File: config.mk
export PLATFORM = sky130hd
export DESIGN_NAME = xcorr_seq_flat
export DESIGN_NICKNAME = d
export VERILOG_FILES = /design/src/rtl/xcorr_seq_if.sv /design/src/rtl/xcorr_seq.sv /design/src/flat_wrapper.sv
export SDC_FILE = /design/constraint.sdc
export NUM_CORES = 1
export LEC_CHECK = 0
export CORE_MARGIN = 5
export CORE_UTILIZATION = 55
export DETAILED_ROUTE_END_ITERATION = 6
export PLACE_DENSITY = 0.78
export SETUP_SLACK_MARGIN = 0.02
export SLEW_MARGIN = 5
export SYNTH_ARGS = -nofsm -noshare
export SYNTH_HDL_FRONTEND = slang
export SYNTH_SLANG_ARGS = --single-unit
File: constraint.sdc
create_clock -name clk_i -period 9.87 [get_ports clk_i]
set_input_delay 0.987 -clock clk_i [delete_from_list [all_inputs] [get_ports clk_i]]
set_output_delay 0.987 -clock clk_i [all_outputs]
set_load 0.02 [all_outputs]
File: src/rtl/xcorr_seq_if.sv
// xcorr_seq_if: sample-push and MAC-issue signals of the correlation sequencer
interface xcorr_seq_if #(parameter int IDX_W = 5);
  logic             smp_valid_i;
  logic [31:0]      smp_data_i;
  logic             smp_ready_o;
  logic             clear_i;
  logic             mac_valid_o;
  logic             mac_ready_i;
  logic [15:0]      mac_a_o;
  logic [15:0]      mac_b_o;
  logic [IDX_W-1:0] mac_idx_o;
  logic             mac_last_o;
  logic             acc_clr_o;
  logic             busy_o;
  logic             done_o;
  logic [15:0]      pass_cnt_o;
  modport slave (
    input  smp_valid_i, smp_data_i, clear_i, mac_ready_i,
    output smp_ready_o, mac_valid_o, mac_a_o, mac_b_o, mac_idx_o, mac_last_o,
           acc_clr_o, busy_o, done_o, pass_cnt_o
  );
  modport master (
    output smp_valid_i, smp_data_i, clear_i, mac_ready_i,
    input  smp_ready_o, mac_valid_o, mac_a_o, mac_b_o, mac_idx_o, mac_last_o,
           acc_clr_o, busy_o, done_o, pass_cnt_o
  );
endinterface

File: src/rtl/xcorr_seq.sv
// xcorr_seq: sliding complex-sample window that issues every (j,k>=j) operand
// pair with its accumulator index to the MAC array once the window is full.
module xcorr_seq #(
  parameter int WIND_SIZE = 3,
  parameter int IDX_W     = $clog2(2*WIND_SIZE*(2*WIND_SIZE+1)/2)
) (
  input logic        clk_i,
  input logic        arst_n_i,
  xcorr_seq_if.slave bus
);
  localparam int W  = WIND_SIZE;
  localparam int N  = 2*W;
  localparam int JW = $clog2(N);
  localparam int FW = $clog2(W+1);
  typedef enum logic [1:0] {IDLE, ISSUE, DONE} state_t;
  state_t           state_q, state_d;
  logic [15:0]      win_q [N];
  logic [15:0]      win_d [N];
  logic [FW-1:0]    fill_q, fill_d;
  logic [JW-1:0]    j_q, j_d, k_q, k_d;
  logic [IDX_W-1:0] base_q, base_d, idx_q, idx_d;
  logic [15:0]      pass_q, pass_d, a_q, a_d, b_q, b_d;
  logic             valid_q, valid_d, last_q, last_d, clr_q, clr_d;
  logic             busy_q, busy_d, done_q, done_d;
  logic             push;
  assign bus.smp_ready_o = (state_q == IDLE) && !bus.clear_i;
  assign push            = bus.smp_valid_i && bus.smp_ready_o;
  assign bus.mac_valid_o = valid_q;
  assign bus.mac_a_o     = a_q;
  assign bus.mac_b_o     = b_q;
  assign bus.mac_idx_o   = idx_q;
  assign bus.mac_last_o  = last_q;
  assign bus.acc_clr_o   = clr_q;
  assign bus.busy_o      = busy_q;
  assign bus.done_o      = done_q;
  assign bus.pass_cnt_o  = pass_q;
  always_comb begin
    state_d = state_q;
    win_d   = win_q;
    fill_d  = fill_q;
    j_d     = j_q;
    k_d     = k_q;
    base_d  = base_q;
    pass_d  = pass_q;
    valid_d = valid_q;
    busy_d  = busy_q;
    clr_d   = 1'b0;
    done_d  = 1'b0;
    case (state_q)
      IDLE: begin
        if (bus.clear_i) begin
          win_d  = '{default: '0};
          fill_d = '0;
          pass_d = '0;
          clr_d  = 1'b1;
        end else if (push) begin
          for (int i = 0; i < W-1; i++) begin
            win_d[i]   = win_q[i+1];
            win_d[W+i] = win_q[W+i+1];
          end
          win_d[W-1] = bus.smp_data_i[15:0];
          win_d[N-1] = bus.smp_data_i[31:16];
          fill_d     = (fill_q == FW'(W)) ? fill_q : fill_q + FW'(1);
          if (fill_q >= FW'(W-1)) begin
            j_d     = '0;
            k_d     = '0;
            base_d  = '0;
            valid_d = 1'b1;
            busy_d  = 1'b1;
            state_d = ISSUE;
          end
        end
      end
      ISSUE: begin
        if (bus.mac_ready_i) begin
          if (last_q) begin
            valid_d = 1'b0;
            done_d  = 1'b1;
            pass_d  = pass_q + 16'd1;
            state_d = DONE;
          end else if (k_q < JW'(N-1)) begin
            k_d = k_q + JW'(1);
          end else begin
            // next row starts on the diagonal; base skips the row just finished
            base_d = base_q + IDX_W'(N) - IDX_W'(j_q);
            j_d    = j_q + JW'(1);
            k_d    = j_q + JW'(1);
          end
        end
      end
      default: begin
        busy_d  = 1'b0;
        state_d = IDLE;
      end
    endcase
    a_d    = valid_d ? win_d[j_d] : '0;
    b_d    = valid_d ? win_d[k_d] : '0;
    idx_d  = valid_d ? base_d + IDX_W'(k_d) - IDX_W'(j_d) : '0;
    last_d = valid_d && (j_d == JW'(N-1));
  end
  always_ff @(posedge clk_i or negedge arst_n_i) begin
    if (!arst_n_i) begin
      state_q <= IDLE;
      win_q   <= '{default: '0};
      fill_q  <= '0;
      j_q     <= '0;
      k_q     <= '0;
      base_q  <= '0;
      pass_q  <= '0;
      valid_q <= 1'b0;
      a_q     <= '0;
      b_q     <= '0;
      idx_q   <= '0;
      last_q  <= 1'b0;
      clr_q   <= 1'b0;
      busy_q  <= 1'b0;
      done_q  <= 1'b0;
    end else begin
      state_q <= state_d;
      win_q   <= win_d;
      fill_q  <= fill_d;
      j_q     <= j_d;
      k_q     <= k_d;
      base_q  <= base_d;
      pass_q  <= pass_d;
      valid_q <= valid_d;
      a_q     <= a_d;
      b_q     <= b_d;
      idx_q   <= idx_d;
      last_q  <= last_d;
      clr_q   <= clr_d;
      busy_q  <= busy_d;
      done_q  <= done_d;
    end
  end
endmodule
File: src/flat_wrapper.sv
// flat-port wrapper written by rule: the top's interface ports become plain ports
module xcorr_seq_flat 
#(
  parameter int WIND_SIZE = 3,
  parameter int IDX_W     = $clog2(2*WIND_SIZE*(2*WIND_SIZE+1)/2)
)
  (clk_i, arst_n_i, bus_smp_valid_i, bus_smp_data_i, bus_clear_i, bus_mac_ready_i, bus_smp_ready_o, bus_mac_valid_o, bus_mac_a_o, bus_mac_b_o, bus_mac_idx_o, bus_mac_last_o, bus_acc_clr_o, bus_busy_o, bus_done_o, bus_pass_cnt_o);
  xcorr_seq_if #(.IDX_W(IDX_W)) bus_i ();
  input logic clk_i;
  input logic arst_n_i;
  input wire logic [$bits(bus_i.smp_valid_i)-1:0] bus_smp_valid_i;
  input wire logic [$bits(bus_i.smp_data_i)-1:0] bus_smp_data_i;
  input wire logic [$bits(bus_i.clear_i)-1:0] bus_clear_i;
  input wire logic [$bits(bus_i.mac_ready_i)-1:0] bus_mac_ready_i;
  output wire logic [$bits(bus_i.smp_ready_o)-1:0] bus_smp_ready_o;
  output wire logic [$bits(bus_i.mac_valid_o)-1:0] bus_mac_valid_o;
  output wire logic [$bits(bus_i.mac_a_o)-1:0] bus_mac_a_o;
  output wire logic [$bits(bus_i.mac_b_o)-1:0] bus_mac_b_o;
  output wire logic [$bits(bus_i.mac_idx_o)-1:0] bus_mac_idx_o;
  output wire logic [$bits(bus_i.mac_last_o)-1:0] bus_mac_last_o;
  output wire logic [$bits(bus_i.acc_clr_o)-1:0] bus_acc_clr_o;
  output wire logic [$bits(bus_i.busy_o)-1:0] bus_busy_o;
  output wire logic [$bits(bus_i.done_o)-1:0] bus_done_o;
  output wire logic [$bits(bus_i.pass_cnt_o)-1:0] bus_pass_cnt_o;
  assign bus_i.smp_valid_i = bus_smp_valid_i;
  assign bus_i.smp_data_i = bus_smp_data_i;
  assign bus_i.clear_i = bus_clear_i;
  assign bus_i.mac_ready_i = bus_mac_ready_i;
  assign bus_smp_ready_o = bus_i.smp_ready_o;
  assign bus_mac_valid_o = bus_i.mac_valid_o;
  assign bus_mac_a_o = bus_i.mac_a_o;
  assign bus_mac_b_o = bus_i.mac_b_o;
  assign bus_mac_idx_o = bus_i.mac_idx_o;
  assign bus_mac_last_o = bus_i.mac_last_o;
  assign bus_acc_clr_o = bus_i.acc_clr_o;
  assign bus_busy_o = bus_i.busy_o;
  assign bus_done_o = bus_i.done_o;
  assign bus_pass_cnt_o = bus_i.pass_cnt_o;
  xcorr_seq #(.WIND_SIZE(WIND_SIZE), .IDX_W(IDX_W)) u_core (.clk_i(clk_i), .arst_n_i(arst_n_i), .bus(bus_i));
endmodule
==> PnR_summary.wiki <==
{| class="wikitable"
! Metric !! Value
|-
| Last weighted congestion value of the routability-driven placer || 0.8957
|-
| HP Class || flip-flop to flip-flop
|-
| Wire length of the first global-routing pass || 37120 um
|-
| Final Slew Violations || 0
|-
| Count of vias placed by the detailed router || 7151
|-
| Crit path buffers/inverters || 6
|-
| Number of post-CTS setup repair buffers || 0
|-
| Initial antenna violation count || 1
|-
| Reg2reg start || u_core.state_q[1]
|-
| Signed area change from the synthesized netlist to the final layout || 18.83%
|-
| Post-layout util || 66.19%
|-
| Power after layout || 2.211 mW
|-
| Design area || 0.01044 sq mm
|-
| Outcome || complete, no violations
|-
| FFs w/ async S/R, synth || 100.0%
|-
| Core Footprint || 0.01577 sq mm
|-
| Placed instance area || 0.009846 sq mm
|-
| Synthesis Warnings || 0
|-
| GRT overflow || 0
|-
| Reported leakage power || 4.617 nW
|-
| VDD IR max || 0.1443 mV
|-
| Critical Path AT || 5.06 ns
|-
| Synthesized Nets || 937
|-
| Global-route usage over all layers || 25.66%
|-
| Ports placed on the boundary || 96
|-
| Cell row count || 46
|-
| Class of the most critical setup path || primary input to flip-flop
|-
| Netlist area before placement || 0.008785 sq mm
|-
| Min Tclk post-route || 4.769 ns
|-
| Cells along the critical path || buf_2 -> buf_4 -> nor3b_4 -> buf_4 -> nand2_1 -> o21ai_2 -> buf_4 -> inv_2 -> ha_1 -> inv_1 -> ha_1 -> fa_1 -> a21o_1 -> a21oi_1 -> xnor2_1 -> xnor2_1 -> nor2_1
|-
| Post-CTS Hold Buffers || 0
|-
| Latest clock arrival within the worst-skew pair || 0.43 ns
|-
| Flops & latches, synth || 169
|-
| Psw || 0.7705 mW
|-
| Horizontal die dimension || 136.4 um
|-
| Final wirelength || 22940 um
|-
| Minimum setup slack among reg-to-reg paths || 5.76 ns
|-
| Crit end category || flip-flop
|-
| Number of enable flip-flop cells after synthesis || 0
|-
| Number of vias per cell after detailed routing || 6.102
|-
| Root cell of the clock tree || clkbuf_16
|-
| Number of global-route vias before repair || 6890
|-
| Count of distinct cell types in the synthesized netlist || 57
|-
| Max Cap Viol || 0
|-
| Post-Place Cells || 1140
|-
| Worst Setup Start Kind || primary input
|-
| Final Setup Violations || 0
|-
| Internal power of the cells || 1.441 mW
|-
| Setup slack at placement || 4.701 ns
|-
| F_max || 209.7 MHz
|-
| Final number of hold-violating endpoints || 0
|-
| Port Buffers || 95
|-
| Chip height || 136.4 um
|-
| Setup repair after global routing missed its margin || no
|-
| Post-Synthesis Mean Instance Area || 9.983 sq um
|-
| Max stage delay cell, worst path || buf_4
|-
| Final worst path period share || 48.32%
|-
| Clk slew on worst S/H paths || 0.06 ns
|-
| Initial DRC count || 694
|-
| Clock network fraction of design power || 30.3%
|-
| Combinational fraction of design power || 36.0%
|-
| Levels on crit path || 17
|-
| Worst setup slack after layout || 5.101 ns
|-
| Hold slack final || 0.5225 ns
|-
| Worst R2R End || u_core.bus.mac_idx_o[4]
|-
| Launch instance of the worst min-delay path || u_core.win_q[81]
|-
| Die Footprint || 0.01860 sq mm
|-
| Post-detail-place hpwl || 14320 um
|-
| Dominant delay contributor by cell family on the critical path || buffers and inverters
|-
| Number of inserted filler cells in the final layout || 1254
|-
| Pin count of the biggest net entering global routing || 103
|-
| Switching share of power || 34.84%
|-
| Proportion of layout cells with a drive suffix above 1 || 7.218%
|-
| Critical-path maximum fanout || 70
|-
| Clock tree from TritonCTS || done
|-
| Final net count || 1000
|-
| Initial core utilization || 55.70%
|-
| Relative slew margins || 32.62%
|-
| Resized cells post-CTS || 0
|-
| Worst r2r path cells || 15
|-
| Worst clock skew on the final layout || 0.008425 ns
|-
| First-pass DRT Iterations || 5
|-
| Sequential fraction of the synthesis area || 48.14%
|-
| Setup TNS Final || 0 ns
|-
| H-Tree Depth || 4
|-
| CP Launch Point || bus_smp_valid_i
|-
| Number of nets still failing antenna checks after routing || 0
|-
| Number of clock buffers inserted by TritonCTS || 17
|-
| Pin slew with the least headroom to its limit || 1.007 ns
|-
| Diodes inserted || 0
|-
| Number of instances in the synthesized netlist || 880
|-
| Clock Sink Count || 169
|-
| Required time of the critical path || 10.16 ns
|-
| Slowest Stage Delay on Critical Path || 0.56 ns
|-
| Leading register cell type out of synthesis || dfrtp_1
|-
| Worst Setup EP || u_core.bus.mac_idx_o[4]
|-
| Most frequent cell on the critical path || buf_4
|-
| Buffer levels on the longest clock path || 2
|-
| Fraction of power consumed by sequential logic || 33.7%
|-
| Routed length per placed instance || 19.57 um
|-
| Remaining DRCs || 0
|-
| Fin cells || 1172
|-
| Power density of the placed cells || 211.8 mW/mm^2
|}
power groups by stage:
stage	Combinational [mW]	Sequential, mW	Clock (mW)
after floorplan	0.621	0.749	0
after global placement	0.767	0.756	0
after detailed placement	0.787	0.755	0
after CTS	0.792	0.743	0.675
after global routing	0.879	0.747	0.715
final	0.797	0.745	0.670
worst register-to-register path: stages, from the launching register on:
cell	delay, ns
dfrtp_1	0.65
nor3b_4	0.08
buf_4	0.27
and2_1	0.31
nor3_4	0.21
buf_4	0.67
inv_1	0.13
ha_1	0.31
inv_1	0.04
ha_1	0.20
fa_1	0.41
a21o_1	0.20
a21oi_1	0.17
xnor2_1	0.15
xnor2_1	0.13
nor2_1	0.05
cells in the mapped netlist, types with 6 or more instances:
master | number | share of area (%)
nor2_1 | 62 | 2.6
xor2_1 | 6 | 0.60
o221a_1 | 15 | 1.9
buf_2 | 18 | 1.0
nor2b_1 | 34 | 2.4
a22o_1 | 34 | 3.4
mux2i_1 | 81 | 9.2
o2bb2ai_1 | 16 | 1.6
o21ai_0 | 102 | 5.8
dfrtp_1 | 169 | 48
ha_1 | 16 | 2.3
xnor2_1 | 12 | 1.2
clkbuf_1 | 40 | 1.7
a31oi_1 | 32 | 2.3
a21oi_1 | 26 | 1.5
nand2_1 | 79 | 3.4
inv_1 | 25 | 1.1
o21ai_1 | 7 | 0.40
nor3_1 | 23 | 1.3
nand3_1 | 8 | 0.46
o31ai_1 | 16 | 1.4
layout by cell type, fill, tap and decap left out, types with 17 or more instances in the layout:
| cell type | instances |
|---|---|
| clkdlybuf4s50_1 | 92 |
| dfrtp_1 | 169 |
| a22o_1 | 34 |
| a31oi_1 | 32 |
| nand2_1 | 79 |
| nor2_1 | 61 |
| o21ai_0 | 102 |
| nor3_1 | 23 |
| clkbuf_16 | 17 |
| inv_1 | 25 |
| nor2b_1 | 34 |
| a21oi_1 | 26 |
| mux2i_1 | 81 |
area by class of cell:
cell class | count | area, sq um | share of cell area, %
clock inverter | 10 | 118.9 | 1.139
sequential | 169 | 4229 | 40.51
tap | 216 | 270.3 | 2.589
multi-input combinational | 619 | 4202 | 40.25
clock buffer | 22 | 474.2 | 4.543
inverter | 28 | 105.1 | 1.007
timing repair buffer | 108 | 1040 | 9.960
state kept, by name (all words and copies together), names as in the netlist, 3 cells and up:
| signal | count |
|---|---|
| u_core.win_q | 96 |
| u_core.bus.mac_a_o | 16 |
| u_core.bus.mac_b_o | 16 |
| u_core.bus.pass_cnt_o | 16 |
| u_core.base_q | 5 |
| u_core.bus.mac_idx_o | 5 |
| u_core.j_q | 3 |
| u_core.k_q | 3 |
cells by family after synthesis:
logic type | Yosys count | synth area share (%)
AOI/OAI and AO/OA | 269 | 20.47
and+or+nand+nor | 230 | 12.56
DFF | 169 | 48.14
buffers and inverters | 92 | 4.486
muxes | 82 | 9.358
adders and majority gates | 20 | 3.190
xor gates and xnor gates | 18 | 1.795
layer usage:
| metal | vias to the layer above | share of wire [%] | global-route usage [%] |
|---|---|---|---|
| li1 | 3284 | - | - |
| met1 | 3515 | 45 | 36.99 |
| met2 | 302 | 45 | 38.66 |
| met3 | 48 | 7.8 | 6.144 |
| met4 | 2 | 2.0 | 7.727 |
| met5 | - | 0.057 | 0 |
worst min path at each step:
stage	to	slack (ns)	cells after the start
floorplan	u_core.base_q[4]	0.46	1
global placement	u_core.win_q[39]	0.51	1
detailed placement	u_core.win_q[81]	0.51	1
CTS	u_core.win_q[81]	0.52	1
global route	u_core.win_q[47]	0.54	1
finish	u_core.win_q[81]	0.52	1
(Power assumes the default switching activity.)
==> variant 1 (config.mk and constraints unchanged) <==
`WIND_SIZE` is set to 3 in 2 places; all go to 5.
--- a/src/rtl/xcorr_seq.sv
+++ b/src/rtl/xcorr_seq.sv
@@ -3,3 +3,3 @@
 module xcorr_seq #(
-  parameter int WIND_SIZE = 3,
+  parameter int WIND_SIZE = 5,
   parameter int IDX_W     = $clog2(2*WIND_SIZE*(2*WIND_SIZE+1)/2)
--- a/src/flat_wrapper.sv
+++ b/src/flat_wrapper.sv
@@ -3,3 +3,3 @@
 #(
-  parameter int WIND_SIZE = 3,
+  parameter int WIND_SIZE = 5,
   parameter int IDX_W     = $clog2(2*WIND_SIZE*(2*WIND_SIZE+1)/2)
Interface: changed (resized bus_mac_idx_o); port bits go from 96 to 97. No check against the original RTL was run, so the function may have changed too.
==> variant 1 against the original RTL <==
- critical endpoint is now u_core.bus.mac_idx_o[5]
- power grew 56%
- via count grew 76%
- setup slack lost 35 ps
- combinational power grew 79%
- sequential cell count grew 69
- clock power grew 48%
- die area grew 57%
- final area grew 54%
- global-route usage grew 0.99 points
- largest cell class is now multi-input combinational cells
- area after synthesis grew 62%
- sequential power grew 40%
- wire length grew 73%
- the flow now finishes with violations (DRC)
==> variant 1: results (changes against the original RTL) <==
.. list-table::
   :header-rows: 1

   * - Metric
     - Value
   * - Result of the run
     - complete, but fails checks
   * - Violations in the final reports
     - DRC
   * - Number of search-and-repair iterations in the first detailed-routing pass
     - 7 (+2)
   * - Async set-or-reset flop fraction in the synthesized netlist
     - 100% (unchanged)
   * - Transition at the pin with the smallest max-transition slack
     - 1150 ps (+147 ps)
   * - Data arrival, critical path
     - 5210 ps (+150 ps)
   * - Number of library cell types mapped by synthesis
     - 58 (+1.8%)
   * - Routed len/inst
     - 19.7 um (+0.41%)
   * - First-pass GRT wire length
     - 63,600 um (+71%)
   * - Vias in the first global route
     - 11,500 (+67%)
   * - DRC marker count from the first detailed-route iteration
     - 1,603 (+130%)
   * - Final-layout fill cell count
     - 2,124 (+69%)
   * - Total number of vias
     - 12,600 (+76%)
   * - Worst Clk Skew
     - 11.9 ps (+3.45 ps)
   * - Overall global routing resource usage
     - 26.6% (+0.99 points)
   * - Remaining routing DRC violations
     - 1 (+1)
   * - Via count normalized by instance count
     - 6.24 (+2.2%)
   * - Reg2reg start
     - u_core.k_q[0]
   * - Cells taking the most area after synthesis
     - sky130_fd_sc_hd__dfrtp_1 42%, sky130_fd_sc_hd__a31oi_1 7.1%, sky130_fd_sc_hd__nor2b_1 6.5%
   * - Area growth, synth to finish
     - 12.7%
   * - Worst min-delay path category
     - in2async
   * - Seq/Total Area, Yosys
     - 41.9% (-6.3 points)
   * - Endpoint of the lowest-slack register-to-register path
     - u_core.bus.mac_idx_o[5]
   * - Clock H-tree levels
     - 1 (-3)
   * - Inserted Clock Buffers
     - 27 (+10)
   * - Worst ir drop on vdd
     - 0.000191 V (+33%)
   * - Leakage
     - 7.21 nW (+56%)
   * - Antenna violations before repair
     - 0 (-1)
   * - Critical-path maximum fanout
     - 206 (+190%)
   * - Pin count of the biggest net entering global routing
     - 207 (+100%)
   * - Cells after DPL
     - 1,970 (+73%)
   * - Minimum setup slack among reg-to-reg paths
     - 5460 ps (-300 ps)
   * - Post-place instance area
     - 15,200 um^2 (+54%)
   * - Deepest clock path buffer count
     - 3 (+1)
   * - Flip-flop count of the largest register, all copies and words added
     - 160 (+67%)
   * - Layout cell share with drive strength beyond 1
     - 6.11% (-1.1 points)
   * - Total internal power
     - 2.13 mW (+48%)
   * - Number of nets in the layout
     - 1,731 (+73%)
   * - Top cells by instance count after synthesis
     - 238 x sky130_fd_sc_hd__dfrtp_1, 162 x sky130_fd_sc_hd__a31oi_1, 158 x sky130_fd_sc_hd__nand2_1
   * - Mean area per synthesized cell
     - 8.54 um^2 (-14%)
variant 1: changes by cell type in the layout (fill, tap and decap cells not counted), sizes merged, moves of 37 or more:
cell    change
a31oi     +130
nor2b     +113
nor2       +80
nand2      +78
o21ai      +73
dfrtp      +69
a211oi     +49
inv        +42
a21oi      +37
nand3      +37
variant 1: cells by family (layout without fill, tap and decap cells):
logic type | Yosys count | after routing | synth area share [%]
muxes | 83 | 83 | 6.17
buffers and inverters | 211 | 232 | 6.29
DFF | 238 | 238 | 41.9
AOI/OAI and AO/OA | 529 | 529 | 22.4
xor gates and xnor gates | 23 | 23 | 1.42
adders and majority gates | 25 | 25 | 2.46
and+or+nand+nor | 556 | 556 | 19.4
variant 1: area by class of cell:
class / instances / area [um^2] / share of cell area (%)
clock buffer: 42 / 832 / 5.19
tap: 330 / 413 / 2.58
inverter: 69 / 262 / 1.63
clock inverter: 4 / 45.0 / 0.281
multi-input combinational: 1216 / 7400 / 46.1
sequential: 238 / 5960 / 37.1
timing repair buffer: 117 / 1130 / 7.02
variant 1: critical path: stages:
cell,delay [ps]
sky130_fd_sc_hd__buf_8,700
sky130_fd_sc_hd__nand3b_1,140
sky130_fd_sc_hd__a21o_1,250
sky130_fd_sc_hd__a21o_1,210
sky130_fd_sc_hd__a32o_1,210
sky130_fd_sc_hd__buf_4,280
sky130_fd_sc_hd__inv_1,100
sky130_fd_sc_hd__buf_4,420
sky130_fd_sc_hd__fa_1,520
sky130_fd_sc_hd__ha_1,310
sky130_fd_sc_hd__a21o_1,160
sky130_fd_sc_hd__a21oi_1,230
sky130_fd_sc_hd__o21bai_1,90
sky130_fd_sc_hd__a21oi_1,170
sky130_fd_sc_hd__xor2_1,190
sky130_fd_sc_hd__xnor2_1,130
sky130_fd_sc_hd__nor2_1,50
variant 1: per-layer routing:
layer | up-vias | part of all wire, % | GRT usage [%]
met1 | 6123 | 44 | 38.7
li1 | 5855 | - | -
met3 | 77 | 7.6 | 4.21
met4 | 0 | 2.6 | 6.15
met5 | - | 0 | 0
met2 | 520 | 46 | 42.4
variant 1: power by group through the flow:
stage          clock network, mW  registers [mW]  logic [mW]
2_1_floorplan                  0            1.04        1.10
3_3_place_gp                   0            1.05        1.38
3_5_place_dp                   0            1.05        1.40
4_1_cts                     1.01            1.04        1.41
5_1_grt                     1.04            1.04        1.54
6_report                   0.989            1.04        1.43
variant 1: metrics by stage:
stage	hold slack, ps	power (mW)	setup WS [ps]
detailed placement	527	2.45	4530
CTS	541	3.45	5080
finish	501	3.45	5070
global route	568	3.63	4780
floorplan	474	2.14	5820
global placement	523	2.43	4560
==> variant 2 (same flow settings) <==
Made on the original files. Re-encode `state_t` (3 states) as one-hot, 3 bits wide.
--- a/src/rtl/xcorr_seq.sv
+++ b/src/rtl/xcorr_seq.sv
@@ -14,3 +14,3 @@
   localparam int FW = $clog2(W+1);
-  typedef enum logic [1:0] {IDLE, ISSUE, DONE} state_t;
+  typedef enum logic [2:0] {IDLE = 3'b001, ISSUE = 3'b010, DONE = 3'b100} state_t;
   state_t           state_q, state_d;
Formal check against the unedited RTL: same outputs for any inputs over 4 cycles, from zero or initial values and one cycle with arst_n_i low; so few cycles prove little.
==> variant 2 against the original RTL <==
- power is 3.2% higher
- wire length decreased by 12%
- area after synthesis decreased by 6.1%
- sequential cell count rose by 1
- cell count decreased by 14%
- critical path depth fell by 3
- fmax up 1.1%
- first-iteration DRC count decreased by 4.2%
- setup slack improved by 54 ps
- final area decreased by 5.7%
- highest routed layer is now met4
==> variant 2: results (changes against the original RTL) <==
.. list-table::
   :header-rows: 1

   * - Metric
     - Value
   * - Antenna violations before repair
     - 0 (-1)
   * - Result of the run
     - finished clean
   * - Total number of vias
     - 6,357 (-11%)
   * - Inverters
     - 55 (+96%)
   * - Detailed-placement wirelength estimate
     - 12,500 um (-13%)
   * - Area growth, synth to finish
     - 19.3%
   * - Vias in the first global route
     - 6,579 (-4.5%)
   * - Number of search-and-repair iterations in the first detailed-routing pass
     - 6 (+1)
   * - Number of library cell types mapped by synthesis
     - 63 (+11%)
   * - Clock tree buffer count of the final layout
     - 20 (-9.1%)
   * - Top cells by instance count after synthesis
     - 169 x sky130_fd_sc_hd__dfrtp_1, 69 x sky130_fd_sc_hd__a22o_1, 55 x sky130_fd_sc_hd__inv_1
   * - Number of nets in the layout
     - 869 (-13%)
   * - Worst ir drop on vdd
     - 0.000156 V (+8.3%)
   * - Post-place instance area
     - 9230 um^2 (-6.3%)
   * - Multiplexer share of the synthesized area
     - 6.07% (-3.3 points)
   * - Total routed wirelength
     - 20,300 um (-12%)
   * - Minimum setup slack among reg-to-reg paths
     - 5550 ps (-210 ps)
   * - Syn_nets
     - 798 (-15%)
   * - DRC marker count from the first detailed-route iteration
     - 665 (-4.2%)
   * - Taps Inserted
     - 184 (-15%)
   * - RePlAce Congestion
     - 0.884 (-1.3%)
   * - Multi-input combinational cell count
     - 465 (-25%)
   * - Layout cell share with drive strength beyond 1
     - 6.92% (-0.30 points)
   * - Fraction of cell area in non-clock buffers
     - 10.3% (+0.33 points)
   * - Critical-path maximum fanout
     - 49 (-30%)
   * - Final-layout fill cell count
     - 1,074 (-14%)
-- variant 2: cell types whose count changed after synthesis, moves of 30 or more --
cell                      delta
sky130_fd_sc_hd__a22o_1     +35
sky130_fd_sc_hd__o21ai_0    -65
sky130_fd_sc_hd__nor2_1     -30
sky130_fd_sc_hd__nor2b_1    -31
sky130_fd_sc_hd__mux2i_1    -31
sky130_fd_sc_hd__a31oi_1    -31
sky130_fd_sc_hd__a22oi_1    +30
sky130_fd_sc_hd__nand2_1    -32
sky130_fd_sc_hd__inv_1      +30
-- variant 2: routing by layer --
metal	GRT usage [%]	share of wire, %
met4	8.14	1.7
met3	5.16	6.9
met5	0	0
met2	38.8	49
met1	30.9	43
-- variant 2: per-stage QoR --
stage	hold slack, ps	cells	worst slack, ps
3_3_place_gp	484	977	4980
3_5_place_dp	496	977	4810
5_1_grt	539	1008	4930
4_1_cts	512	1008	5210
2_1_floorplan	468	741	5830
6_report	508	1008	5150
-- variant 2: where the power goes --
part	switching [mW]	total [mW]	leakage (nW)	internal (mW)
registers	0.0463	0.828	2.31	0.781
clock network	0.270	0.687	0.302	0.416
logic	0.472	0.768	2.18	0.296
total	0.788	2.28	4.80	1.49
-- variant 2: path summary, 6_finish.rpt --
kind / start / to / cells past startpoint
worst max-delay path: bus_clear_i / u_core.bus.mac_idx_o[4] / 14
worst min-delay path: u_core.win_q[42] / u_core.win_q[42] / 2
worst max register to register: u_core.state_q[0] / u_core.bus.mac_idx_o[4] / 13
worst min register to register: u_core.win_q[42] / u_core.win_q[42] / 2
max in group asynchronous: arst_n_i / u_core.k_q[1] / 2
min in group asynchronous: arst_n_i / u_core.base_q[4] / 1
